$ cat config.mk
export PLATFORM = sky130hd
export DESIGN_NAME = ean13_line_decoder_flat
export DESIGN_NICKNAME = d
export VERILOG_FILES = /design/src/rtl/ean13_line_decoder_if.sv /design/src/rtl/ean13_line_decoder.sv /design/src/flat_wrapper.sv
export SDC_FILE = /design/constraint.sdc
export NUM_CORES = 1
export LEC_CHECK = 0
export ABC_AREA = 0
export BUFFER_PORTS_ARGS = -buffer_cell sky130_fd_sc_hd__buf_2
export CAP_MARGIN = 20
export CORE_UTILIZATION = 60
export DETAILED_ROUTE_END_ITERATION = 8
export PLACE_DENSITY = 0.79
export RECOVER_POWER = 50
export SLEW_MARGIN = 20
export SYNTH_ARGS = -nofsm -noshare
export SYNTH_HDL_FRONTEND = slang
export SYNTH_SLANG_ARGS = --single-unit
$ cat constraint.sdc
create_clock -name clk -period 9.4 [get_ports clk]
set_clock_uncertainty 0.15 [all_clocks]
set_input_delay 1.88 -clock clk [delete_from_list [all_inputs] [get_ports clk]]
set_output_delay 1.88 -clock clk [all_outputs]
set_load 0.02 [all_outputs]
$ cat src/rtl/ean13_line_decoder_if.sv
// Pixel-row input and decoded-code output bundle for the EAN-13 line decoder.
interface ean13_line_decoder_if;
    logic             line_start;
    logic             pix_valid;
    logic             pix_bit;
    logic             line_end;
    logic [12:0][3:0] scan_data;
    logic             code_valid;
    logic             code_err;
    logic [1:0]       err_code;

    modport master (
        output line_start, pix_valid, pix_bit, line_end,
        input  scan_data, code_valid, code_err, err_code
    );

    modport slave (
        input  line_start, pix_valid, pix_bit, line_end,
        output scan_data, code_valid, code_err, err_code
    );
endinterface

$ cat src/rtl/ean13_line_decoder.sv
// Decodes one rendered EAN-13 pixel row into 13 BCD digits with guard,
// pattern, parity and checksum verification.
module ean13_line_decoder #(
    parameter int unsigned MODULE_W = 4,
    parameter int unsigned LINE_W   = 480
) (
    input  logic               clk,
    input  logic               rst,
    ean13_line_decoder_if.slave bus
);
    localparam int unsigned PIX_W = $clog2(LINE_W);
    localparam int unsigned HALF  = MODULE_W / 2;

    typedef enum logic [2:0] {IDLE, SEEK, SAMPLE, DECODE, CHECK} state_t;

    state_t            state, state_nxt;
    logic [PIX_W-1:0]  pix_cnt;
    logic [6:0]        mod_idx;
    logic [94:0]       mods;       // module m lives at bit 94-m
    logic [3:0]        dig_idx;
    logic              chk_ph;
    logic [7:0]        sum;
    logic [5:0]        parity;     // leftmost digit ends in the MSB, G = 1
    logic              pat_err;
    logic [11:0][3:0]  dig;        // dig[k] becomes scan_data[k+1]
    logic [3:0]        first_dig;
    logic              first_ok;

    logic              seek_hit_c, sample_hit_c, last_cap_c, short_c, guard_ok_c;
    logic [6:0]        dec_base;
    logic [6:0]        dec_pat;
    logic [6:0]        lc;
    logic [3:0]        dec_val;
    logic              dec_par, dec_hit;
    logic [3:0]        first_c;
    logic              first_hit_c;
    logic              valid_nxt, err_nxt, load_nxt;
    logic [1:0]        code_nxt;

    function automatic logic [6:0] l_code(input logic [3:0] v);
        case (v)
            4'd0:    l_code = 7'b0001101;
            4'd1:    l_code = 7'b0011001;
            4'd2:    l_code = 7'b0010011;
            4'd3:    l_code = 7'b0111101;
            4'd4:    l_code = 7'b0100011;
            4'd5:    l_code = 7'b0110001;
            4'd6:    l_code = 7'b0101111;
            4'd7:    l_code = 7'b0111011;
            4'd8:    l_code = 7'b0110111;
            default: l_code = 7'b0001011;
        endcase
    endfunction

    function automatic logic [6:0] rev7(input logic [6:0] x);
        for (int i = 0; i < 7; i++) rev7[i] = x[6-i];
    endfunction

    assign seek_hit_c   = (state == SEEK) && bus.pix_valid && bus.pix_bit;
    assign sample_hit_c = (state == SAMPLE) && bus.pix_valid && (pix_cnt == PIX_W'(HALF));
    assign last_cap_c   = sample_hit_c && (mod_idx == 7'd94);
    assign short_c      = bus.line_end && !bus.line_start &&
                          ((state == SEEK) || ((state == SAMPLE) && !last_cap_c));
    assign guard_ok_c   = (mods[94:92] == 3'b101) && (mods[49:45] == 5'b01010) &&
                          (mods[2:0] == 3'b101);

    // Match the current 7-module digit window against the L/G (left) or R (right) sets.
    always_comb begin
        dec_base = (dig_idx < 4'd6) ? 7'(91 - 7 * int'(dig_idx)) : 7'(86 - 7 * int'(dig_idx));
        dec_pat  = mods[dec_base -: 7];
        lc       = '0;
        dec_val  = '0;
        dec_par  = 1'b0;
        dec_hit  = 1'b0;
        for (int v = 0; v < 10; v++) begin
            lc = l_code(4'(v));
            if (dig_idx < 4'd6) begin
                if (dec_pat == lc) begin
                    dec_val = 4'(v); dec_par = 1'b0; dec_hit = 1'b1;
                end else if (dec_pat == rev7(~lc)) begin
                    dec_val = 4'(v); dec_par = 1'b1; dec_hit = 1'b1;
                end
            end else if (dec_pat == ~lc) begin
                dec_val = 4'(v); dec_hit = 1'b1;
            end
        end
    end

    // First digit recovered from the left-half L/G parity pattern.
    always_comb begin
        first_c     = '0;
        first_hit_c = 1'b1;
        case (parity)
            6'b000000: first_c = 4'd0;
            6'b001011: first_c = 4'd1;
            6'b001101: first_c = 4'd2;
            6'b001110: first_c = 4'd3;
            6'b010011: first_c = 4'd4;
            6'b011001: first_c = 4'd5;
            6'b011100: first_c = 4'd6;
            6'b010101: first_c = 4'd7;
            6'b010110: first_c = 4'd8;
            6'b011010: first_c = 4'd9;
            default:   first_hit_c = 1'b0;
        endcase
    end

    // State register.
    always_ff @(posedge clk) begin
        if (rst) state <= IDLE;
        else     state <= state_nxt;
    end

    // Next-state logic; line_start restarts from any state.
    always_comb begin
        state_nxt = state;
        if (bus.line_start) begin
            state_nxt = SEEK;
        end else begin
            case (state)
                IDLE:    state_nxt = IDLE;
                SEEK:    if (bus.line_end) state_nxt = IDLE;
                         else if (seek_hit_c) state_nxt = SAMPLE;
                SAMPLE:  if (last_cap_c) state_nxt = DECODE;
                         else if (bus.line_end) state_nxt = IDLE;
                DECODE:  if (dig_idx == 4'd11) state_nxt = CHECK;
                CHECK:   if (chk_ph) state_nxt = IDLE;
                default: state_nxt = IDLE;
            endcase
        end
    end

    // Verdict for the current line; error priority guard > pattern/parity > checksum.
    always_comb begin
        valid_nxt = 1'b0;
        err_nxt   = 1'b0;
        load_nxt  = 1'b0;
        code_nxt  = bus.err_code;
        if (short_c) begin
            err_nxt  = 1'b1;
            code_nxt = 2'd0;
        end else if (!bus.line_start && (state == CHECK) && chk_ph) begin
            if (!guard_ok_c) begin
                err_nxt  = 1'b1;
                code_nxt = 2'd1;
            end else if (pat_err || !first_ok) begin
                err_nxt  = 1'b1;
                code_nxt = 2'd2;
            end else if (((sum + 8'(dig[11])) % 8'd10) != 8'd0) begin
                err_nxt  = 1'b1;
                code_nxt = 2'd3;
            end else begin
                valid_nxt = 1'b1;
                load_nxt  = 1'b1;
            end
        end
    end

    // Pixel sampling, digit decode and running checksum.
    always_ff @(posedge clk) begin
        if (rst) begin
            pix_cnt   <= '0;
            mod_idx   <= '0;
            mods      <= '0;
            dig_idx   <= '0;
            chk_ph    <= 1'b0;
            sum       <= '0;
            parity    <= '0;
            pat_err   <= 1'b0;
            dig       <= '0;
            first_dig <= '0;
            first_ok  <= 1'b0;
        end else if (bus.line_start) begin
            pix_cnt <= '0;
            mod_idx <= '0;
            dig_idx <= '0;
            chk_ph  <= 1'b0;
            sum     <= '0;
            parity  <= '0;
            pat_err <= 1'b0;
        end else begin
            case (state)
                SEEK: if (seek_hit_c) begin
                    pix_cnt <= PIX_W'(1);
                    mod_idx <= '0;
                end
                SAMPLE: if (bus.pix_valid) begin
                    pix_cnt <= (pix_cnt == PIX_W'(MODULE_W - 1)) ? '0 : pix_cnt + PIX_W'(1);
                    if (sample_hit_c) begin
                        mods    <= {mods[93:0], bus.pix_bit};
                        mod_idx <= mod_idx + 7'd1;
                    end
                end
                DECODE: begin
                    dig[dig_idx] <= dec_val;
                    if (!dec_hit) pat_err <= 1'b1;
                    if (dig_idx < 4'd6) parity <= {parity[4:0], dec_par};
                    if (dig_idx != 4'd11) begin
                        sum     <= sum + (dig_idx[0] ? 8'(dec_val) : 8'(dec_val) * 8'd3);
                        dig_idx <= dig_idx + 4'd1;
                    end
                end
                CHECK: if (!chk_ph) begin
                    chk_ph    <= 1'b1;
                    first_dig <= first_c;
                    first_ok  <= first_hit_c;
                    sum       <= sum + 8'(first_c);
                end
                default: ;
            endcase
        end
    end

    // Registered outputs; scan_data only changes together with code_valid.
    always_ff @(posedge clk) begin
        if (rst) begin
            bus.scan_data  <= '0;
            bus.code_valid <= 1'b0;
            bus.code_err   <= 1'b0;
            bus.err_code   <= 2'd0;
        end else begin
            bus.code_valid <= valid_nxt;
            bus.code_err   <= err_nxt;
            bus.err_code   <= code_nxt;
            if (load_nxt) bus.scan_data <= {dig, first_dig};
        end
    end
endmodule

$ cat src/flat_wrapper.sv
// flat-port wrapper written by rule: the top's interface ports become plain ports
module ean13_line_decoder_flat 
#(
    parameter int unsigned MODULE_W = 4,
    parameter int unsigned LINE_W   = 480
)
  (clk, rst, bus_line_start, bus_pix_valid, bus_pix_bit, bus_line_end, bus_scan_data, bus_code_valid, bus_code_err, bus_err_code);
  ean13_line_decoder_if bus_i ();
  input  logic clk;
  input  logic rst;
  input wire logic [$bits(bus_i.line_start)-1:0] bus_line_start;
  input wire logic [$bits(bus_i.pix_valid)-1:0] bus_pix_valid;
  input wire logic [$bits(bus_i.pix_bit)-1:0] bus_pix_bit;
  input wire logic [$bits(bus_i.line_end)-1:0] bus_line_end;
  output wire logic [$bits(bus_i.scan_data)-1:0] bus_scan_data;
  output wire logic [$bits(bus_i.code_valid)-1:0] bus_code_valid;
  output wire logic [$bits(bus_i.code_err)-1:0] bus_code_err;
  output wire logic [$bits(bus_i.err_code)-1:0] bus_err_code;
  assign bus_i.line_start = bus_line_start;
  assign bus_i.pix_valid = bus_pix_valid;
  assign bus_i.pix_bit = bus_pix_bit;
  assign bus_i.line_end = bus_line_end;
  assign bus_scan_data = bus_i.scan_data;
  assign bus_code_valid = bus_i.code_valid;
  assign bus_code_err = bus_i.code_err;
  assign bus_err_code = bus_i.err_code;
  ean13_line_decoder #(.MODULE_W(MODULE_W), .LINE_W(LINE_W)) u_core (.clk(clk), .rst(rst), .bus(bus_i));
endmodule
# After elaboration in Yosys (flattened, before gate mapping)
# Index checks and enable logic that the tools add are counted.
# word_totals
register_bits,243
n_memories,0
wordCells,296
out_inout_bits,56
romBits,0
mem_bits_rw,0
latchBits,0
# classes
add_sub_neg,8
n_lt_le_gt_ge,3
n_div,1
eq_ne,65
mul,2
shift,1
bitwise,3
muxes,136
reduce_logical,37
# ops
operator,count
$mux 4,35
$shiftx 101x8->7,1
$eq 7x7->1 const B,11
$mux 1,75
$eq 7x6->1 const B,10
$bwmux 48,1
$eq 7x5->1 const B,6
$eq 6x5->1 const B,6
$pmux 4 s9,1
$mux 7,4
$mux 9,3
$eq 7x4->1 const B,3
$eq 6x4->1 const B,3
$eq 9x2->1 const B,2
$mux 3,6
$pmux 9 s2,1
$add 8x4->8,2
$demux 4 s4,1
$mux 8,2
$pmux 8 s2,1
$reduce_and 4->1,4
$pmux 7 s2,1
$sub 7x7->7 const A,2
$logic_and 1x1->1,13
other kinds (35),62

# Logic depth before layout (Yosys ltp)
# Gate-level depths: netlist of the first run.
# logic_depth
ltp_word,37
ltp_mapped,39
ltp_nobuf,32

# Least setup slack after synthesis of the first run
# Ideal clock, no wire load.
# synth_timing
kind,register to register
start,reg u_core.dig_idx[1]
end,reg u_core.sum[7]
stages_incl_launch_ff,36
required_ns,9.122
path_slack_ns,1.694
period_less_slack_ns,7.706
arrival_time_ns,7.428
path_cell_list,dfxtp_1 -> buf_2 -> inv_1 -> fa_1 -> fa_1 -> ha_1 -> nor2b_1 -> nor3_1 -> or3_1 -> clkbuf_1 -> a21oi_1 -> nand3_1 -> nand3_1 -> o311a_1 -> a2111oi_2 -> buf_2 -> buf_2 -> nor2_1 -> a31oi_1 -> a31oi_2 -> buf_2 -> or2_2 -> ha_1 -> inv_1 -> fa_1 -> nor3_1 -> nor2_1 -> o41ai_1 -> ha_1 -> a21o_1 -> a21o_1 -> a21oi_1 -> nand2b_1 -> a211o_1 -> xor2_1 -> nor2_1
# synth_via
elab_chain_len,37
word_cells_on_any_way,77
# synth_lines
item,line_no,source
from (decl),ean13_line_decoder.sv:20,logic [3:0] dig_idx;
from (signal assigned),ean13_line_decoder.sv:200,dig_idx <= dig_idx + 4'd1;
$mul 3x4->7,ean13_line_decoder.sv:69,dec_base = (dig_idx < 4'd6) ? 7'(91 - 7 * int'(dig_idx)) : 7'(86 - 7 * int'(dig_idx));
$sub 7x7->7,ean13_line_decoder.sv:69,
$mux 7,ean13_line_decoder.sv:69,
$shiftx 101x8->7,ean13_line_decoder.sv:70,dec_pat = mods[dec_base -: 7];
$eq 7x6->1,ean13_line_decoder.sv:80,end else if (dec_pat == rev7(~lc)) begin
$mux 1,ean13_line_decoder.sv:80,
$mux 4,ean13_line_decoder.sv:78,if (dec_pat == lc) begin
$mux 4,ean13_line_decoder.sv:77,if (dig_idx < 4'd6) begin
[... 22 more ...],n/a,
$mux 4,ean13_line_decoder.sv:78,
$mux 4 (*),ean13_line_decoder.sv:77,
net u_core.dec_val[0],ean13_line_decoder.sv:33,logic [3:0] dec_val;
$mul 4x2->6,ean13_line_decoder.sv:199,sum <= sum + (dig_idx[0] ? 8'(dec_val) : 8'(dec_val) * 8'd3);
$mux 6 (*),ean13_line_decoder.sv:199,
$add 8x8->8 (*),ean13_line_decoder.sv:199,
$mux 8 (*),ean13_line_decoder.sv:198,if (dig_idx != 4'd11) begin
$pmux 8 s2 (*),ean13_line_decoder.sv:182,case (state)
to (signal assigned),ean13_line_decoder.sv:199,
to (signal assigned),ean13_line_decoder.sv:207,sum <= sum + 8'(first_c);
to (decl),ean13_line_decoder.sv:22,logic [7:0] sum;
# The timed path passes the listed nets; every way through them passes the cells marked *. The select of a mux whose other input is x is not followed.
# A chain may end at the register's enable or synchronous reset.

# Final worst setup path of the first run
# layout_timing
start,reg u_core.dig_idx[1]
end,reg u_core.sum[7]
# layout_via
word_cells_on_any_way,77
# layout_rtl
item,line_no
$mul 3x4->7,ean13_line_decoder.sv:69
$sub 7x7->7,ean13_line_decoder.sv:69
$mux 7,ean13_line_decoder.sv:69
$shiftx 101x8->7,ean13_line_decoder.sv:70
$eq 7x5->1,ean13_line_decoder.sv:80
$mux 4,ean13_line_decoder.sv:80
$mux 4,ean13_line_decoder.sv:78
$mux 4,ean13_line_decoder.sv:77
[... 19 more ...],n/a
$mux 4,ean13_line_decoder.sv:78
$mux 4 (*),ean13_line_decoder.sv:77
net u_core.dec_val[1],ean13_line_decoder.sv:33
$mul 4x2->6,ean13_line_decoder.sv:199
$mux 6 (*),ean13_line_decoder.sv:199
$add 8x8->8 (*),ean13_line_decoder.sv:199
$mux 8 (*),ean13_line_decoder.sv:198
$pmux 8 s2 (*),ean13_line_decoder.sv:182
# Marked as above.

==> metrics.cfg, run 1 <==
[cts]
cts_buffer_depth = 3
insertion_delay_ps = 570
clock-sinks = 243
cts_tree = done
cts_root_buffer = clkbuf_16
cts_hold_buf = 0
htree_num_levels = 1
cts_buffers = 26
cts_resized = 0
postCtsSetupRepairBufs = 0
cts.clk_slew.worst_paths_ps = 60

[synthesis]
async_flop_share = 0
synth_edf_count = 0
yosysTopAreaCell = dfxtp_1
synth_ff_type = dfxtp_1
syn_area_um2 = 18500
yosysTopAreaCellShare = 0.264
syn-num-nets = 2399
synth_area_leaders = dfxtp_1, mux2i_1, nand2_1
avgSynthCellArea_um2 = 7.86
ys_types = 96
synthCells = 2348
synth-seq-area-share = 0.264
yosysWarnings = 0
ys_ff_latch = 243

[die]
start_util = 0.616
core_um2 = 30000
die_y_um = 177
num_io_pins = 62
die_x_um = 177
die_area_um2 = 31500
fp-row-count = 63

[timing]
setup_viol = 0
rsz0062_at_grt = no
slew_violations = 121
tightest_slew_ps = 5310
slew_headroom = -2.54
fin_crit_sh = 0.945
hold_viol_final = 0
setup_tns_ps = 0
fmax_ghz = 0.113
hold_slack_ps = 338
fin_crit_ps = 8890

[final_layout]
final_layout_size_suffix_gt1_frac = 0.0923
final_nets = 2308
multi_input_area_um2 = 12400
syn_to_final_growth_pct = 4.60
n_antenna_cell = 0
seq_area_um2 = 4870
n_fill_cell = 2641

[setup_path]
cp_data_required_time_ps = 9660
startpoint = u_core.dig_idx[1]$_SDFFE_PP0P_
r2r-start = u_core.dig_idx[1]$_SDFFE_PP0P_
endpoint_kind = flip-flop
start_kind = flip-flop
r2r_cells = 31
critPathArrivalTime_ps = 9150
cp_max_fo = 15
max_stage_delay_ps = 730
critical_path.slowest_cell = dfxtp_1
reg2reg_slack_ps = 510
critPathKind = flip-flop to flip-flop
reg2reg_to = u_core.sum[7]$_SDFFE_PP0P_

[detailed_routing]
vias = 17599
ant_nets = 0
viasPerCell = 6.60
drt_iter0_drc = 1685
drc = 0
drt_wl_total_mm = 54.1
wl_per_cell_um = 20.3
dr.pass1.iters = 6

[placed_design]
place_hpwl_mm = 37.6
gp_congestion = 1.05
io_buffers = 61

[min_path]
worstHoldStart = u_core.bus.err_code[1]$_SDFFE_PP0P_
min_delay_worst_endpoint = u_core.bus.err_code[1]$_SDFFE_PP0P_
min_path_type = flip-flop to flip-flop
holdPathStages = 2

[global_route]
antenna_found_initial = 0
grt_max_degree = 121
grt_pass1_wl_mm = 86.3
grt_usage = 0.338
grt_pass1_vias = 16119
grt_overflow_total = 0

[run_status]
status = finished, violations left
violations = max-capacitance violations, max-slew violations

[power]
powerDensity_nw_per_um2 = 107
ir_drop_mv = 0.165
p_leak_nw = 6.50

[flow_run]
cap_violations = 1

## layout make-up
| cell class | count | share of cell area |
|---|---|---|
| clock buffers | 38 | 0.0386 |
| clock inverters | 8 | 0.00428 |
| inverters | 35 | 0.00681 |
| multi-input cells | 1843 | 0.641 |
| flip-flops and latches | 243 | 0.252 |
| well taps | 390 | 0.0253 |
| repair buffers | 108 | 0.0316 |
## logic make-up after synthesis
family / after synthesis / share of synthesized area
adder cells (fa/ha/maj): 45 / 0.0334
XOR/XNOR: 46 / 0.0222
AND/OR/NAND/NOR: 950 / 0.235
flip-flops: 243 / 0.264
AO/OA/AOI/OAI: 573 / 0.209
buffers and inverters: 262 / 0.0702
multiplexers: 229 / 0.167
## cells in the final DEF, fill, tap and decap left out, drive strengths merged, types with 9 or more instances in the layout
master and instances:
a2111oi 12, a211o 9, a211oi 52, a21boi 9
a21o 10, a21oi 227, a221oi 9, a22oi 19
a31oi 24, a32oi 14, and2 24, and3 17
buf 50, clkbuf 96, dfxtp 243, ha 38
inv 36, mux2i 159, mux4 63, nand2 386
nand2b 42, nand3 60, nand4 17, nor2 223
nor2b 12, nor3 91, nor4 18, o211ai 15
o21ai 45, o221ai 9, o22ai 25, o31a 18
o31ai 12, or3 15, or4 9, xnor2 29
xor2 17
## registers in the layout, indices dropped and copies added, names as in the netlist
signal	flops
u_core.mod_idx	7
u_core.first_dig	4
u_core.pix_cnt	9
u_core.parity	6
u_core.mods	95
u_core.pat_err	1
u_core.state	3
u_core.chk_ph	1
u_core.bus.scan_data	52
u_core.bus.err_code	2
u_core.sum	8
u_core.dig	48
u_core.bus.code_err	1
u_core.first_ok	1
u_core.bus.code_valid	1
u_core.dig_idx	4
## worst max-delay path, delay by kind of cell, from the launching register on
family	cells	cell delay [ps]
compound gates	11	2060
xor+xnor	2	300
fa+ha+maj	6	2370
buf+inv	3	400
flops	1	730
mux	1	250
simple gates	8	2450
## worst max path at each step
stage | endpoint | slack [ps] | depth (start not counted)
after global placement | u_core.sum[7]$_SDFFE_PP0P_ | 900 | 31
after CTS | u_core.sum[7]$_SDFFE_PP0P_ | 530 | 31
after global routing | u_core.sum[7]$_SDFFE_PP0P_ | 4 | 31
after floorplan | u_core.sum[7]$_SDFFE_PP0P_ | 1690 | 35
after detailed placement | u_core.sum[7]$_SDFFE_PP0P_ | 580 | 31
final | u_core.sum[7]$_SDFFE_PP0P_ | 510 | 31
## metal layers
metal / GRT usage / wire length (µm)
met1: 0.434 / 22400
met2: 0.556 / 25400
met3: 0.0463 / 3680
met5: 0 / 0
met4: 0.167 / 2670
## where the power goes
| group | internal, W | switching [W] |
|---|---|---|
| clock | 0.000576 | 0.000423 |
| sequential | 0.00103 | 0.00000100 |
| combinational | 0.00000866 | 0.0000299 |
## Yosys cell counts, types with 8 or more instances
library cell  count
a2111oi_0        10
a211o_1           9
a211oi_1         43
a211oi_2          9
a21o_1           10
a21oi_1         226
a221oi_1          8
a22oi_1          19
a31oi_1          23
a32oi_1          14
and2_1           20
and3_1           17
buf_1            21
buf_2            61
buf_4            19
buf_6            17
clkbuf_1        103
dfxtp_1         243
ha_1             38
inv_1            34
mux2i_1         159
mux4_2           63
nand2_1         386
nand2b_1         42
nand3_1          60
nand4_1          17
nor2_1          223
nor2b_1          12
nor3_1           91
nor4_1           18
o211ai_1         15
o21ai_0          42
o221ai_1          9
o22ai_1          25
o31a_1           18
o31ai_1          11
or3_1            14
xnor2_1          28
xor2_1           17
## metrics by stage
stage / utilization / cell area (µm²) / cells / setup slack [ps] / total power, W
after floorplan: - / 18500 / 2348 / 1690 / 0.00108
after detailed placement: 0.619 / 18600 / 2619 / 582 / 0.00109
after global placement: 0.619 / 18600 / 2619 / 904 / 0.00109
final: 0.644 / 19300 / 2665 / 514 / 0.00207
after global routing: 0.644 / 19300 / 2665 / 3.82 / 0.00213
after CTS: 0.647 / 19400 / 2665 / 526 / 0.00209
No activity file was read; power rests on OpenSTA's default activity.
==> run 2: changes to the inputs <==
Settings changed: CORE_MARGIN set to 5.
==> metrics.cfg, run 2 (synthesis gave the netlist of run 1 again) <==
[placed_design]
placedCellCount = 2634  ; was 2619
io_buffers = 61  ; unchanged
gp_congestion = 1.09  ; was 1.05
place_area_um2 = 18600  ; about the same
place_hpwl_mm = 38.0  ; was 37.6 mm

[setup_path]
cp_max_fo = 17  ; was 15
critPathKind = flip-flop to flip-flop  ; unchanged
cp_data_required_time_ps = 9660  ; about the same
critical_path.slowest_cell = dfxtp_1  ; unchanged
r2r_cells = 31  ; unchanged
critPathArrivalTime_ps = 9120  ; was 9150 ps
endpoint_kind = flip-flop  ; unchanged
start_kind = flip-flop  ; unchanged
max_stage_delay_ps = 660  ; was 730 ps
crit_top_cell = inv_1

[cts]
postCtsSetupRepairBufs = 0  ; unchanged
clock-sinks = 243  ; unchanged
cts_buffers = 26  ; unchanged
htree_num_levels = 1  ; unchanged
cts_root_buffer = clkbuf_16  ; unchanged
cts.clk_slew.worst_paths_ps = 70  ; was 60 ps
insertion_delay_ps = 560  ; was 570 ps
cts_tree = done  ; unchanged
cts_buffer_depth = 3  ; unchanged
cts_hold_buf = 0  ; unchanged

[power]
powerDensity_nw_per_um2 = 107  ; about the same
pwr-share-seq = 0.497  ; was 0.498
power.switching_w = 0.000451  ; was 0.000454 W
ir_drop_mv = 0.127  ; was 0.165 mV
power_w = 0.00207  ; about the same
p_leak_nw = 6.55  ; was 6.50 nW
power_frac_comb = 0.019  ; about the same
p_int_w = 0.00162  ; about the same
switching_share = 0.217  ; was 0.219
clock_power_share = 0.484  ; was 0.483

[timing]
fmax_ghz = 0.113  ; about the same
slew_headroom = -2.09  ; was -2.54
slew_violations = 107  ; was 121
hold_viol_final = 0  ; unchanged
fin_crit_ps = 8870  ; was 8890 ps
rsz0062_at_grt = no  ; unchanged
fin_crit_sh = 0.944  ; was 0.945
hold_slack_ps = 324  ; was 338 ps
setup_tns_ps = 0  ; unchanged
tightest_slew_ps = 4640  ; was 5310 ps
setup_viol = 0  ; unchanged

[final_layout]
final_common_cell = nand2_1  ; unchanged
n_antenna_cell = 0  ; unchanged
final_nets = 2318  ; was 2308
n_fill_cell = 2641  ; unchanged
instances_no_fill = 2682  ; was 2665
stdcell_area_um2 = 19400  ; was 19300 µm²
syn_to_final_growth_pct = 5.08  ; was 4.60%
regMostFlops = u_core.mods  ; unchanged
final_layout_size_suffix_gt1_frac = 0.0976  ; was 0.0923
reg_top3 = u_core.mods: 95 flops, u_core.bus.scan_data: 52 flops, u_core.dig: 48 flops  ; unchanged
layout_common_cells = nand2_1, dfxtp_1, a21oi_1  ; unchanged
largest_reg_flops = 95  ; unchanged

[detailed_routing]
drt_wl_total_mm = 54.3  ; was 54.1 mm
viasPerCell = 6.62  ; was 6.60
vias = 17742  ; was 17599
ant_nets = 0  ; unchanged
dr.pass1.iters = 6  ; unchanged
drc = 0  ; unchanged
wl_per_cell_um = 20.2  ; was 20.3 µm
drt_iter0_drc = 2018  ; was 1685

[global_route]
antenna_found_initial = 0  ; unchanged
grt_max_degree = 107  ; was 121
grt_pass1_wl_mm = 88.1  ; was 86.3 mm
grt_usage = 0.308  ; was 0.338
grt_overflow_total = 0  ; unchanged
grt_pass1_vias = 16619  ; was 16119

[flow_run]
cap_violations = 1  ; unchanged

[die]
die_x_um = 185  ; was 177 µm
start_util = 0.605  ; was 0.616
die_area_um2 = 34400  ; was 31500 µm²
fp-row-count = 64  ; was 63
die_y_um = 185  ; was 177 µm
core_um2 = 30500  ; was 30000 µm²
num_io_pins = 62  ; unchanged

[run_status]
status = finished, violations left  ; unchanged
violations = max-capacitance violations, max-slew violations  ; unchanged

[min_path]
min_path_type = flip-flop to flip-flop  ; unchanged
holdPathStages = 2  ; unchanged

run 2: cell count changes in the layout (fill, tap and decap cells not counted), sizes merged:
| cell | change |
|---|---|
| clkinv | +1 |
| clkbuf | +1 |
| inv | -1 |
| buf | +10 |
run 2: worst paths after layout:
path | startpoint | end | slack [ps]
worst max-delay path | u_core.dig_idx[3]$_SDFFE_PP0P_ | u_core.sum[7]$_SDFFE_PP0P_ | 530
worst min-delay path | u_core.bus.err_code[1]$_SDFFE_PP0P_ | u_core.bus.err_code[1]$_SDFFE_PP0P_ | 320
worst max register to register | u_core.dig_idx[3]$_SDFFE_PP0P_ | u_core.sum[7]$_SDFFE_PP0P_ | 530
worst min register to register | u_core.bus.err_code[1]$_SDFFE_PP0P_ | u_core.bus.err_code[1]$_SDFFE_PP0P_ | 320
run 2: per-layer routing:
layer	vias to the layer above	share of wire	GRT usage
met5	-	0	0
met4	0	0.040	0.118
met3	140	0.067	0.0361
met2	782	0.47	0.511
met1	8477	0.42	0.413
li1	8343	-	-
run 2: area by class of cell:
type	count	area, µm²	area share
multi-input combinational	1843	12400	0.638
sequential	243	4870	0.251
clock buffer	39	759	0.0392
timing repair buffer	118	673	0.0347
tap	396	495	0.0256
inverter	35	131	0.00677
clock inverter	8	82.6	0.00426
run 2: worst max-delay path: cells and delay by family (launching register included):
family,cells,cell delay [ps]
buffers and inverters,6,1140
adder cells (fa/ha/maj),5,1880
AO/OA/AOI/OAI,10,2530
XOR/XNOR,1,150
flip-flops,1,660
AND/OR/NAND/NOR,9,2210
run 2: power by group through the flow:
stage	Sequential, W	Combinational, W	Clock [W]
6_report	0.00103	0.0000386	0.00100
5_1_grt	0.00103	0.0000421	0.00107
4_1_cts	0.00103	0.0000382	0.00103
3_5_place_dp	0.00105	0.0000381	0
3_3_place_gp	0.00105	0.0000377	0
2_1_floorplan	0.00105	0.0000284	0
run 2: stage by stage:
stage | worst slack, ps | util
3_5_place_dp | 237 | 0.610
5_1_grt | 62.9 | 0.636
2_1_floorplan | 1690 | -
4_1_cts | 196 | 0.638
6_report | 531 | 0.636
3_3_place_gp | 545 | 0.610
run 2: what timing repair did:
item | 4_1_cts | 5_1_grt
resized for setup | 0 | 3
hold endpoints to repair | 0 | 0
setup endpoints to repair | 0 | 3
